## config.mk

```make
export PLATFORM = sky130hd
export DESIGN_NAME = dvp_frame_wr_sched
export DESIGN_NICKNAME = d
export VERILOG_FILES = /design/src/rtl/dvp_rx_pkg.sv /design/src/rtl/axi_wr_outst_cnt.sv /design/src/rtl/dvp_frame_wr_sched.sv
export SDC_FILE = /design/constraint.sdc
export NUM_CORES = 1
export LEC_CHECK = 0
export BUFFER_PORTS_ARGS = -buffer_cell sky130_fd_sc_hd__buf_4
export CAP_MARGIN = 20
export CORE_AREA = 10 10 246 248
export CTS_BUF_LIST = sky130_fd_sc_hd__clkbuf_16
export DETAILED_ROUTE_END_ITERATION = 7
export DIE_AREA = 0 0 256 258
export GPL_ROUTABILITY_DRIVEN = 0
export GPL_TIMING_DRIVEN = 0
export PLACE_DENSITY_LB_ADDON = 0.2
export SYNTH_ARGS = -nofsm -noshare
export SYNTH_HDL_FRONTEND = slang
export SYNTH_SLANG_ARGS = --single-unit
```

## constraint.sdc

```tcl
create_clock -name clk -period 2.8 [get_ports clk]
set_clock_uncertainty 0.2 [all_clocks]
set_input_delay 0.42 -clock clk [delete_from_list [all_inputs] [get_ports clk]]
set_output_delay 0.42 -clock clk [all_outputs]
set_load 0.01 [all_outputs]
```

## src/rtl/dvp_rx_pkg.sv

```systemverilog
// Shared DVP RX definitions: AXI widths, BRESP encoding and write-scheduler state encoding.
package dvp_rx_pkg;

   localparam int unsigned AXI_DATA_W = 256;
   localparam int unsigned AXI_ADDR_W = 32;
   localparam int unsigned AXI_ID_W   = 5;
   localparam int unsigned AXI_LEN_W  = 8;
   localparam int unsigned AXI_RESP_W = 2;

   typedef enum logic [AXI_RESP_W-1:0] {
      BRESP_OKAY   = 2'b00,
      BRESP_EXOKAY = 2'b01,
      BRESP_SLVERR = 2'b10,
      BRESP_DECERR = 2'b11
   } bresp_t;

   typedef enum logic [1:0] {
      IDLE     = 2'd0,
      WAIT_SOF = 2'd1,
      RUN      = 2'd2,
      DRAIN    = 2'd3
   } sched_state_t;

   // Bits needed to hold the values 0..max_val (never less than one).
   function automatic int unsigned cnt_width(input int unsigned max_val);
      return (max_val > 1) ? $clog2(max_val + 1) : 1;
   endfunction

endpackage

```

## src/rtl/axi_wr_outst_cnt.sv

```systemverilog
// Saturating up/down count of AXI requests still waiting for a response, flagged full at MAX_OUTST.
module axi_wr_outst_cnt
   import dvp_rx_pkg::*;
#(
   parameter int unsigned MAX_OUTST = 4,
   parameter int unsigned CNT_W     = cnt_width(MAX_OUTST)
) (
   input  logic             clk,
   input  logic             rst_n,
   input  logic             i_inc,
   input  logic             i_dec,
   output logic [CNT_W-1:0] o_cnt,
   output logic             o_full,
   output logic             o_empty
);

   logic [CNT_W-1:0] r_cnt;
   logic             w_full;
   logic             w_empty;

   assign w_full  = (r_cnt == CNT_W'(MAX_OUTST));
   assign w_empty = (r_cnt == '0);

   // Simultaneous request and response cancel out.
   always_ff @(posedge clk or negedge rst_n) begin
      if (!rst_n) begin
         r_cnt <= '0;
      end else if (i_inc && !i_dec && !w_full) begin
         r_cnt <= r_cnt + CNT_W'(1);
      end else if (i_dec && !i_inc && !w_empty) begin
         r_cnt <= r_cnt - CNT_W'(1);
      end
   end

   assign o_cnt   = r_cnt;
   assign o_full  = w_full;
   assign o_empty = w_empty;

endmodule

```

## src/rtl/dvp_frame_wr_sched.sv

```systemverilog
// Schedules AXI4 write bursts carrying DVP pixel beats into a ping-pong frame buffer.
module dvp_frame_wr_sched
   import dvp_rx_pkg::*;
#(
   parameter int unsigned TX_DATA_W       = AXI_DATA_W,
   parameter int unsigned ADDR_W          = AXI_ADDR_W,
   parameter int unsigned MST_ID_W        = AXI_ID_W,
   parameter int unsigned BURST_LEN       = 16,
   parameter int unsigned BEATS_PER_FRAME = 2400,
   parameter int unsigned MAX_OUTST       = 4,
   parameter int unsigned AXI_ID          = 0
) (
   input  logic                  clk,
   input  logic                  rst_n,
   input  logic                  cfg_start_i,
   input  logic                  cfg_stop_i,
   input  logic [ADDR_W-1:0]     cfg_base0_i,
   input  logic [ADDR_W-1:0]     cfg_base1_i,
   input  logic [TX_DATA_W-1:0]  pxl_data_i,
   input  logic                  pxl_sof_i,
   input  logic                  pxl_valid_i,
   output logic                  pxl_ready_o,
   output logic [MST_ID_W-1:0]   s_awid_o,
   output logic [ADDR_W-1:0]     s_awaddr_o,
   output logic [AXI_LEN_W-1:0]  s_awlen_o,
   output logic                  s_awvalid_o,
   input  logic                  s_awready_i,
   output logic [TX_DATA_W-1:0]  s_wdata_o,
   output logic                  s_wlast_o,
   output logic                  s_wvalid_o,
   input  logic                  s_wready_i,
   input  logic [MST_ID_W-1:0]   s_bid_i,
   input  logic [AXI_RESP_W-1:0] s_bresp_i,
   input  logic                  s_bvalid_i,
   output logic                  s_bready_o,
   output logic                  busy_o,
   output logic                  cur_buf_o,
   output logic                  frame_done_o,
   output logic                  err_o
);

   localparam int unsigned TOTAL_BURSTS = BEATS_PER_FRAME / BURST_LEN;
   localparam int unsigned BIDX_W       = cnt_width(TOTAL_BURSTS);
   localparam int unsigned BEAT_W       = cnt_width(BURST_LEN - 1);
   localparam int unsigned OUT_W        = cnt_width(MAX_OUTST);
   localparam int unsigned BURST_BYTES  = BURST_LEN * TX_DATA_W / 8;

   sched_state_t        r_state;
   sched_state_t        w_state_nxt;
   logic                r_cur_buf;
   logic                r_stop_pend;
   logic                r_err;
   logic                r_frame_done;
   logic                r_awvalid;
   logic [ADDR_W-1:0]   r_base;
   logic [ADDR_W-1:0]   r_awaddr;
   logic [BIDX_W-1:0]   r_aw_idx;
   logic [BIDX_W-1:0]   r_w_burst_idx;
   logic [BEAT_W-1:0]   r_beat_cnt;

   logic                w_aw_hs;
   logic                w_w_hs;
   logic                w_b_hs;
   logic                w_w_en;
   logic                w_sof_hit;
   logic                w_aw_issue;
   logic                w_frame_end;
   logic                w_start;
   logic [OUT_W-1:0]    w_outst;
   logic                w_outst_full;
   logic                w_outst_empty;
   logic                w_unused_bid;

   assign w_unused_bid = ^{s_bid_i, w_outst};

   // W may only run inside bursts whose AW has already been accepted.
   assign w_w_en      = (r_state == RUN) && (r_aw_idx > r_w_burst_idx);
   assign w_aw_hs     = r_awvalid & s_awready_i;
   assign w_w_hs      = s_wvalid_o & s_wready_i;
   assign w_b_hs      = s_bvalid_i & s_bready_o;
   assign w_sof_hit   = (r_state == WAIT_SOF) & pxl_valid_i & pxl_sof_i;
   assign w_aw_issue  = (r_state == RUN) & ~r_awvalid & ~w_outst_full
                        & (r_aw_idx < BIDX_W'(TOTAL_BURSTS));
   assign w_frame_end = (r_state == DRAIN) & w_outst_empty;
   assign w_start     = (r_state == IDLE) & cfg_start_i & ~cfg_stop_i;

   axi_wr_outst_cnt #(
      .MAX_OUTST (MAX_OUTST),
      .CNT_W     (OUT_W)
   ) u_outst (
      .clk     (clk),
      .rst_n   (rst_n),
      .i_inc   (w_aw_hs),
      .i_dec   (w_b_hs),
      .o_cnt   (w_outst),
      .o_full  (w_outst_full),
      .o_empty (w_outst_empty)
   );

   always_ff @(posedge clk or negedge rst_n) begin
      if (!rst_n) r_state <= IDLE;
      else        r_state <= w_state_nxt;
   end

   always_comb begin
      w_state_nxt = r_state;
      case (r_state)
         IDLE:     if (w_start) w_state_nxt = WAIT_SOF;
         WAIT_SOF: begin
            if (cfg_stop_i)     w_state_nxt = IDLE;
            else if (w_sof_hit) w_state_nxt = RUN;
         end
         RUN: begin
            if ((r_aw_idx == BIDX_W'(TOTAL_BURSTS)) && (r_w_burst_idx == BIDX_W'(TOTAL_BURSTS)))
               w_state_nxt = DRAIN;
         end
         DRAIN: begin
            if (w_outst_empty) w_state_nxt = (r_stop_pend || cfg_stop_i) ? IDLE : WAIT_SOF;
         end
         default:  w_state_nxt = IDLE;
      endcase
   end

   always_ff @(posedge clk or negedge rst_n) begin
      if (!rst_n) begin
         r_cur_buf     <= 1'b0;
         r_stop_pend   <= 1'b0;
         r_err         <= 1'b0;
         r_frame_done  <= 1'b0;
         r_awvalid     <= 1'b0;
         r_base        <= '0;
         r_awaddr      <= '0;
         r_aw_idx      <= '0;
         r_w_burst_idx <= '0;
         r_beat_cnt    <= '0;
      end else begin
         r_frame_done <= w_frame_end;
         if (w_frame_end) r_cur_buf <= ~r_cur_buf;

         if (w_start)                                            r_err <= 1'b0;
         else if (w_b_hs && (bresp_t'(s_bresp_i) != BRESP_OKAY)) r_err <= 1'b1;

         if (w_state_nxt == IDLE)                                r_stop_pend <= 1'b0;
         else if (cfg_stop_i && (r_state inside {RUN, DRAIN}))   r_stop_pend <= 1'b1;

         if (w_sof_hit) r_base <= r_cur_buf ? cfg_base1_i : cfg_base0_i;

         // Per-frame counters restart while no frame is in flight.
         if (r_state inside {IDLE, WAIT_SOF}) begin
            r_aw_idx      <= '0;
            r_w_burst_idx <= '0;
            r_beat_cnt    <= '0;
         end else begin
            if (w_aw_hs) r_aw_idx <= r_aw_idx + BIDX_W'(1);
            if (w_w_hs) begin
               if (r_beat_cnt == BEAT_W'(BURST_LEN - 1)) begin
                  r_beat_cnt    <= '0;
                  r_w_burst_idx <= r_w_burst_idx + BIDX_W'(1);
               end else begin
                  r_beat_cnt    <= r_beat_cnt + BEAT_W'(1);
               end
            end
         end

         // Address is captured when AWVALID rises and held until accepted.
         if (w_aw_hs) begin
            r_awvalid <= 1'b0;
         end else if (w_aw_issue) begin
            r_awvalid <= 1'b1;
            r_awaddr  <= r_base + ADDR_W'(r_aw_idx) * ADDR_W'(BURST_BYTES);
         end
      end
   end

   assign s_awid_o     = MST_ID_W'(AXI_ID);
   assign s_awlen_o    = AXI_LEN_W'(BURST_LEN - 1);
   assign s_awaddr_o   = r_awaddr;
   assign s_awvalid_o  = r_awvalid;
   assign s_wdata_o    = pxl_data_i;
   assign s_wvalid_o   = pxl_valid_i & w_w_en;
   assign s_wlast_o    = w_w_en & (r_beat_cnt == BEAT_W'(BURST_LEN - 1));
   assign s_bready_o   = ~w_outst_empty;
   // Pre-SOF beats are discarded; the SOF beat itself is held for RUN.
   assign pxl_ready_o  = (r_state == WAIT_SOF) ? ~(pxl_valid_i & pxl_sof_i)
                                               : (w_w_en & s_wready_i);
   assign busy_o       = (r_state == RUN) || (r_state == DRAIN);
   assign cur_buf_o    = r_cur_buf;
   assign frame_done_o = r_frame_done;
   assign err_o        = r_err;

endmodule
```

==> results of run 1 <==
## metal layers
| metal | vias up | global-route usage (%) | routed length (µm) |
|---|---|---|---|
| met1 | 3074 | 10.24 | 12460 |
| li1 | 3331 | - | - |
| met4 | 4 | 3.323 | 681 |
| met3 | 26 | 3.296 | 2657 |
| met5 | - | 0 | 21 |
| met2 | 296 | 17.78 | 18250 |
## stage by stage
stage	setup WS (ps)	total power [µW]	TNS (ps)	instances
2_1_floorplan	351.4	4218	0	847
3_3_place_gp	-161.9	5848	-523.5	1973
3_5_place_dp	-228.8	5887	-554.7	1974
4_1_cts	32.21	7196	0	1993
5_1_grt	-4.544	7569	-7.815	1995
6_report	74.48	6945	0	1995
## what timing repair did
item	in CTS	in global routing
setup buffers	4	3
pin swaps	2	4
hold buffers	1	0
gates resized for setup	8	1
endpoints found under the setup margin	6	5
endpoints found under the hold margin	34	0
cloned	0	0
## cell usage after synthesis, types with 2 or more instances
library cell  number  area share, %
buf_2              5           0.34
o22ai_1            2           0.17
or3_1              3           0.25
nand2_1          113            5.7
buf_4            270             27
o21ai_2           10            1.2
nor3b_1            2           0.20
buf_6              6           0.91
a21oi_1           19            1.3
o21a_1             4           0.40
conb_1             2           0.10
a21o_1             7           0.71
a211oi_1           8           0.81
nand3_1           12           0.81
a2111oi_2          2           0.40
nor2_1            22            1.1
a31oi_1            5           0.42
dfrtp_1           94             32
ha_1              21            3.5
o31ai_1            3           0.30
inv_1             16           0.81
xor2_1             9            1.1
nor3_1             5           0.34
and2_1             4           0.34
and4_1             7           0.83
mux2i_1           41            5.5
buf_1              2           0.10
clkbuf_1          15           0.76
nor4_1             2           0.17
and3_1             4           0.34
o21ai_1            7           0.47
or4_1              2           0.20
fa_1               2           0.54
xnor2_1           17            2.0
nand4_1           10           0.84
nor2b_1            4           0.34
o21ai_0           51            3.4
## sequential cells by signal, summed over array words and instances, names as in the netlist, 2 cells and up
| name | count |
|---|---|
| r_aw_idx | 8 |
| r_state | 2 |
| r_beat_cnt | 4 |
| u_outst.o_cnt | 3 |
| r_base | 32 |
| r_w_burst_idx | 8 |
| s_awaddr_o | 32 |
## cells in the final DEF (no fill, tap or decap), drive strengths merged, types with 19 or more instances in the layout
| cell type | count |
|---|---|
| dfrtp | 94 |
| o21ai | 68 |
| clkbuf | 22 |
| mux2i | 41 |
| nand2 | 113 |
| inv | 19 |
| nor2 | 23 |
| buf | 661 |
| a21oi | 20 |
| ha | 21 |
## cell type report
cell class | count | area, µm²
buffer | 296 | 2177
clock buffer | 9 | 225.2
clock inverter | 6 | 45.04
fill | 6217 | 44160
inverter | 17 | 63.81
multi-input combinational | 438 | 2877
sequential | 94 | 2355
tap | 756 | 945.9
timing repair buffer | 379 | 2880
## worst max-delay path by stage
stage,start,endpoint,cells past startpoint
finish,r_w_burst_idx[1],pxl_ready_o,8
global placement,s_awready_i,u_outst.o_cnt[2],10
detailed placement,s_awready_i,u_outst.o_cnt[2],10
CTS,r_aw_idx[7],pxl_ready_o,6
global route,r_w_burst_idx[1],pxl_ready_o,8
floorplan,r_aw_idx[1],pxl_ready_o,6
## report_power, final
group          switching, µW  internal [µW]  leakage, µW
clock                    615            604     0.000126
combinational           1890           1630      0.00442
sequential               386           1810      0.00122
## cell families after synthesis
| kind of cell | after synthesis | share of synthesized area, % |
|---|---|---|
| and+or+nand+nor | 198 | 12.69 |
| AOI/OAI and AO/OA | 137 | 12.52 |
| buffers and inverters | 315 | 30.30 |
| muxes | 41 | 5.533 |
| other | 2 | 0.1013 |
| xor gates and xnor gates | 26 | 3.070 |
| adders and majority gates | 23 | 4.082 |
| DFF | 94 | 31.71 |
==> run_results.csv, run 1 <==
group,metric,value,unit
critical_path,crit_family,"compound AO/OA/AOI/OAI gates",
clock_network,cts_tree,"done",
detailed_routing,ant_nets,0,
timing,period_needed,2726,ps
timing,tightest_slew,933.5,ps
finish,drive_above_1_share,56.98,%
timing,fmax,366.9,MHz
placement,hpwl,29.74,mm
clock_network,cts_inserted_buffers,9,
global_routing,gr-usage-all-layers,9.711,%
critical_path,worst-r2r-setup-slack,200,ps
critical_path,max_stage_delay,390,ps
clock_network,cts.clk_slew.worst_paths,80,ps
floorplanning,core_area,55730,µm²
finish,final_util,20.76,%
floorplanning,num_rows,87,
clock_network,clockBufferDepth,2,
critical_path,worstPathRequired,2180,ps
floorplanning,design.portCount,646,
finish,diodes,0,
floorplanning,die_w,256,µm
clock_network,cts_root_buffer,"clkbuf_16",
yosys,synthCells,836,
min_path,hold-path-cell-count,2,
yosys,synth_edf_count,0,
global_routing,grt_antenna_before_repair,3,
critical_path,cp_max_fo,3,
global_routing,grt_pass1_vias,7409,
critical_path,endpoint_kind,"output pin",
critical_path,critical_path_buf_inv_count,2,
yosys,syn_area,7417,µm²
detailed_routing,via_count,6731,
status,status,"completed",
floorplanning,initial_core_util,13.31,%
timing,setup_viol,0,
yosys,ys_types,65,
pwr,ir_drop,0.2879,mV
job,cap_viol_max_count,0,
critical_path,r2r_start,"r_aw_idx[0]",
detailed_routing,wire_per_inst,17.08,µm
timing,relSlewSlack,37.76,%
finish,syn2layout_area_growth,55.97,%
detailed_routing,vias_per_cell,3.374,
yosys,synth_seq_cells,94,
yosys,synth-seq-area-share,31.71,%
global_routing,overflow,0,
clock_network,clk_latency,370,ps
critical_path,crit_chain,"inv_1, ha_1, nor2b_1, o211a_1, o21ai_4, nand2_2, a41o_1, buf_4",
critical_path,rr_worst_depth,8,
min_path,hp-start,"s_awready_i",
detailed_routing,post-route-drc-count,0,
detailed_routing,drtPass1Iterations,4,
min_path,holdPathEnd,"s_awvalid_o",
detailed_routing,drt_wl_total,34.07,mm
timing,holdWs,45.37,ps
pwr,power_leakage,0.005764,µW
critical_path,cp_slowest_cell,"dfrtp_1",
critical_path,start_kind,"register",
placement,port_buffers,370,
finish,fin_nets,1594,
global_routing,grt_max_degree,61,
clock_network,htree_levels,3,
finish,fin_area,11570,µm²
pwr,p_per_area,600.3,nW/µm²
placement,dpl_cell_area,11210,µm²
yosys,yosys_warnings,0,
yosys,synthFlopType,"dfrtp_1",
timing,drv_slew,0,
timing,finalCritPeriodShare,97.34,%
global_routing,grt_pass1_wl,48.53,mm
min_path,min_path_type,"input pin to register",
detailed_routing,drt_iter0_markers,197,
floorplanning,die_area,66050,µm²
clock_network,numClockSinks,94,
critical_path,path_class,"register to output pin",
critical_path,r2r_end,"s_awaddr_o[23]",
yosys,syn_area_per_cell,8.872,µm²
timing,hold_violations,0,
critical_path,arrival,2110,ps
floorplanning,die_h,258,µm
yosys,synthArstFlopShare,100.0,%
Power figures use the tool's default switching activity.
==> run 2, diff against run 1 <==
REMOVE_ABC_BUFFERS = 1   (was not set)
==> run_results.csv, run 2 (same netlist as run 1, synthesis figures left out) <==
group,metric,value,unit
status,status,"completed",
placement,hpwl,94.85,mm
global_routing,busiest_layer,"met2",
clock_network,cts_root_buffer,"clkbuf_16",
floorplanning,design.portCount,646,
timing,rsz0062_at_grt,"true",
critical_path,arrival,2140,ps
floorplanning,core_area,55730,µm²
clock_network,clk_latency,390,ps
critical_path,crit_chain,"ha_1, and4_2, nand2_1, a41o_1, buf_4",
placement,dpl_cell_area,7218,µm²
critical_path,critical_path_buf_inv_count,1,
critical_path,worstPathRequired,2180,ps
clock_network,cts_inserted_buffers,9,
finish,fill_cells,6410,
finish,final_cell_mix,"buf_4, nand2_1, dfrtp_1",
detailed_routing,drt_iter0_markers,373,
floorplanning,die_h,258,µm
detailed_routing,drt_wl_total,99.97,mm
detailed_routing,drtPass1Iterations,4,
critical_path,cp_slowest_cell,"dfrtp_2",
detailed_routing,vias_per_cell,3.907,
clock_network,htree_levels,3,
floorplanning,initial_core_util,13.31,%
clock_network,cts_tree,"done",
critical_path,crit_family,"flip-flops",
pwr,combPwrFrac,40.3,%
pwr,p_clk_share,22.5,%
critical_path,cp_max_fo,6,
global_routing,grt_antenna_before_repair,0,
timing,drv_slew,0,
pwr,power_leakage,0.003266,µW
global_routing,gr-usage-all-layers,29.42,%
timing,finalCritPeriodShare,98.46,%
detailed_routing,ant_nets,0,
clock_network,numClockSinks,94,
pwr,p_int,3734,µW
finish,fin_nets,1055,
pwr,p_seq_share,37.3,%
global_routing,grt_max_degree,80,
global_routing,grt_pass1_wl,113.8,mm
finish,diodes,0,
critical_path,endpoint_kind,"output pin",
clock_network,clockBufferDepth,2,
pwr,p_per_area,827.3,nW/µm²
timing,hold_violations,0,
global_routing,gr-usage-met2,52.70,%
critical_path,max_stage_delay,500,ps
floorplanning,num_rows,87,
detailed_routing,wire_per_inst,68.62,µm
job,cap_viol_max_count,0,
timing,period_needed,2757,ps
pwr,sw_frac_of_total,41.50,%
critical_path,path_class,"register to output pin",
finish,syn2layout_area_growth,3.998,%
timing,setup_viol,0,
floorplanning,die_area,66050,µm²
finish,final_common_cell,"buf_4",
detailed_routing,post-route-drc-count,0,
placement,port_buffers,115,
floorplanning,die_w,256,µm
timing,relSlewSlack,38.86,%
detailed_routing,via_count,5692,
timing,tightest_slew,913.7,ps
pwr,power.switching,2648,µW
pwr,ir_drop,0.3753,mV
finish,fin_area,7714,µm²
timing,fmax,362.7,MHz
min_path,min_path_type,"input pin to register",
critical_path,start_kind,"register",
global_routing,overflow,0,
global_routing,grt_pass1_vias,5563,
pwr,power.total,6382,µW
finish,drive_above_1_share,26.82,%
clock_network,cts.clk_slew.worst_paths,80,ps
global_routing,met3_usage,44.56,%
global_routing,met1_usage,8.099,%
run 2: cell count changes in the layout (fill, tap and decap cells not counted), sizes merged:
cell / previous run / this run
o21a: 4 / 5
bufinv: 0 / 2
clkinv: 2 / 0
buf: 661 / 134
clkbuf: 22 / 9
inv: 19 / 20
run 2: cell type report:
type                       instances  area [µm²]  share of cell area [%]
clock buffer                       9       225.2                   2.920
clock inverter                     7       91.34                   1.184
inverter                          17       63.81                  0.8273
multi-input combinational        439        2909                   37.71
sequential                        94        2359                   30.58
tap                              756       945.9                   12.26
timing repair buffer             135        1120                   14.52
run 2: worst paths after layout:
path / startpoint / end / slack [ps] / cells after the start
min in group asynchronous: rst_n / err_o / 240 / 2
worst max register to register: r_aw_idx[0] / s_awaddr_o[23] / 100 / 8
worst max-delay path: r_aw_idx[7] / pxl_ready_o / 40 / 5
max in group asynchronous: rst_n / r_base[5] / 1390 / 3
worst min register to register: r_base[3] / s_awaddr_o[3] / 270 / 2
worst min-delay path: s_awready_i / s_awvalid_o / 30 / 2
run 2: per-layer routing:
| layer | share of wire, % | vias up | wire length [µm] |
|---|---|---|---|
| li1 | - | 2254 | - |
| met1 | 11 | 2408 | 10530 |
| met2 | 49 | 904 | 49200 |
| met3 | 31 | 110 | 31430 |
| met4 | 7.9 | 16 | 7886 |
| met5 | 0.93 | - | 928 |
run 2: power by group through the flow:
stage                     logic, µW  clock network, µW  registers (µW)
final                          2570               1430            2380
after CTS                      2600               1480            2380
after floorplan                1310                  0            2370
after global placement         2420                  0            2460
after detailed placement       2570                  0            2400
after global routing           2880               1530            2460
run 2: repair_timing:
| action | 4_1_cts | 5_1_grt |
|---|---|---|
| pin swaps | 2 | 2 |
| setup endpoints to repair | 55 | 13 |
| gates resized for setup | 8 | 7 |
| endpoints found under the hold margin | 15 | 0 |
| gates cloned | 0 | 1 |
| setup buffers | 5 | 7 |
| hold buffers | 1 | 0 |
run 2: stage by stage:
stage	hold WS, ps	cells	setup WS [ps]	TNS [ps]	util, %
floorplan	-75.59	549	-267.2	-420.4	-
global placement	256.2	1420	-2280	-85470	12.71
detailed placement	69.77	1427	-224.5	-5680	12.95
CTS	8.599	1449	-13.00	-13.00	13.66
global route	21.55	1457	-28.31	-28.31	13.84
finish	32.91	1457	43.08	0	13.84
==> run 3, diff against run 2 <==
HOLD_SLACK_MARGIN = 0.12   (was not set)
clock period = 2.6 ns   (was 2.8 ns; I/O delays follow)
==> run_results.csv, run 3 (same netlist as run 1, synthesis figures left out) <==
group,metric,value,unit
critical_path,start_kind,"register",
floorplanning,die_area,66050,µm²
placement,hpwl,94.85,mm
timing,relSlewSlack,37.59,%
floorplanning,die_w,256,µm
critical_path,cp_max_fo,3,
critical_path,max_stage_delay,400,ps
detailed_routing,ant_nets,0,
detailed_routing,wire_per_inst,66.90,µm
min_path,hp-start,"cfg_base1_i[17]",
clock_network,cts_root_buffer,"clkbuf_16",
detailed_routing,drt_iter0_markers,359,
critical_path,crit_chain,"inv_2, ha_4, nor2b_1, o211a_1, o21ai_4, nand2_2, and4_1, buf_6",
pwr,power_leakage,0.003448,µW
critical_path,arrival,1980,ps
timing,fmax,389.8,MHz
detailed_routing,wl_met1,11.77,mm
detailed_routing,top_layer,"met5",
global_routing,gr-usage-all-layers,29.50,%
clock_network,htree_levels,3,
clock_network,clk_latency,380,ps
min_path,holdPathEnd,"r_base[17]",
critical_path,worstPathRequired,2010,ps
timing,rsz0062_at_grt,"true",
timing,period_needed,2565,ps
finish,fin_nets,1097,
pwr,ir_drop,0.3996,mV
timing,hold_violations,0,
critical_path,cp_slowest_cell,"dfrtp_1",
timing,finalCritPeriodShare,98.66,%
min_path,min_path_type,"input pin to register",
placement,dpl_cell_area,7218,µm²
floorplanning,num_rows,87,
detailed_routing,post-route-drc-count,0,
finish,drive_above_1_share,28.40,%
finish,seq_area,2367,µm²
critical_path,endpoint_kind,"output pin",
critical_path,r2r_end,"s_awaddr_o[23]",
pwr,power.total,7033,µW
detailed_routing,routed-wl-met3,30.54,mm
floorplanning,design.portCount,646,
global_routing,grt_max_degree,80,
clock_network,numClockSinks,94,
critical_path,worst-r2r-setup-slack,50,ps
timing,drv_slew,0,
floorplanning,die_h,258,µm
global_routing,grt_pass1_vias,5739,
status,status,"completed",
finish,syn2layout_area_growth,10.12,%
finish,final_cell_mix,"buf_4, nand2_1, dfrtp_1",
detailed_routing,wl_met2,48.90,mm
finish,fin_area,8168,µm²
pwr,p_per_area,861.0,nW/µm²
detailed_routing,via_count,5771,
finish,final_common_cell,"buf_4",
clock_network,clockBufferDepth,2,
global_routing,grt_pass1_wl,114.4,mm
detailed_routing,drt_wl_total,100.3,mm
critical_path,path_class,"register to output pin",
floorplanning,core_area,55730,µm²
clock_network,cts_inserted_buffers,9,
floorplanning,initial_core_util,13.31,%
finish,fill_cells,6389,
clock_network,cts_tree,"done",
global_routing,overflow,0,
critical_path,rr_worst_depth,6,
global_routing,grt_antenna_before_repair,0,
finish,diodes,0,
clock_network,cts.clk_slew.worst_paths,70,ps
timing,tightest_slew,932.7,ps
job,cap_viol_max_count,0,
critical_path,r2r_start,"r_aw_idx[7]",
finish,multiInputGateArea,2938,µm²
min_path,hold-path-cell-count,3,
timing,setup_viol,0,
detailed_routing,drtPass1Iterations,4,
detailed_routing,vias_per_cell,3.850,
placement,port_buffers,115,
run 3: cell types whose count changed in the layout (fill, tap and decap cells not counted), moves of 3 or more:
cell,delta
dfrtp_2,+4
buf_6,+3
dfrtp_1,-5
buf_4,+7
dlygate4sd3_1,+33
run 3: per-stage QoR:
stage          setup TNS (ps)  hold slack, ps  worst slack [ps]  utilization, %  std cells
2_1_floorplan           -6971          -105.6            -467.2               -        549
3_3_place_gp           -99820           256.2             -2480           12.71       1420
3_5_place_dp           -18910           39.77            -424.5           12.95       1427
4_1_cts                -29.76           122.3            -18.81           14.49       1493
5_1_grt                -93.17           134.4            -40.35           14.66       1499
6_report                    0           130.1             34.78           14.66       1499
run 3: final cells by class:
cell class,count,area share [%]
Multi-Input combinational cell,438,35.97
Timing Repair Buffer,178,18.81
Sequential cell,94,28.98
Clock buffer,9,2.757
Inverter,17,0.7813
Clock inverter,7,1.118
Tap cell,756,11.58
run 3: repair_timing:
item / 4_1_cts / 5_1_grt
gates resized for setup: 21 / 12
hold endpoints to repair: 113 / 0
setup endpoints to repair: 77 / 16
setup buffers: 16 / 6
pin swaps: 7 / 4
hold buffers: 34 / 0
run 3: routing by layer:
| metal | GRT usage (%) | vias up |
|---|---|---|
| met5 | 7.445 | - |
| met4 | 20.20 | 22 |
| met3 | 43.63 | 116 |
| met2 | 51.31 | 811 |
| met1 | 8.889 | 2489 |
| li1 | - | 2333 |
run 3: how the worst max path moves through the flow:
stage / start / endpoint / slack [ps] / depth (start not counted)
floorplan: r_state[1] / r_stop_pend / -470 / 4
global placement: r_state[1] / r_stop_pend / -2480 / 4
detailed placement: r_state[1] / s_awaddr_o[12] / -420 / 5
CTS: r_aw_idx[0] / pxl_ready_o / -20 / 6
global route: r_w_burst_idx[1] / s_wlast_o / -40 / 8
finish: r_w_burst_idx[1] / s_wlast_o / 30 / 8
run 3: critical path: cells and delay by family, from the launching register on:
family | cells | cell delay, ps
DFF | 1 | 400
AOI/OAI and AO/OA | 2 | 400
and+or+nand+nor | 3 | 390
buffers and inverters | 2 | 210
adders and majority gates | 1 | 200
run 3: power breakdown:
part           internal [µW]  switching, µW  leakage, µW
Sequential              1960            612      0.00121
Clock                    841            687     0.000155
Combinational           1360           1570      0.00209
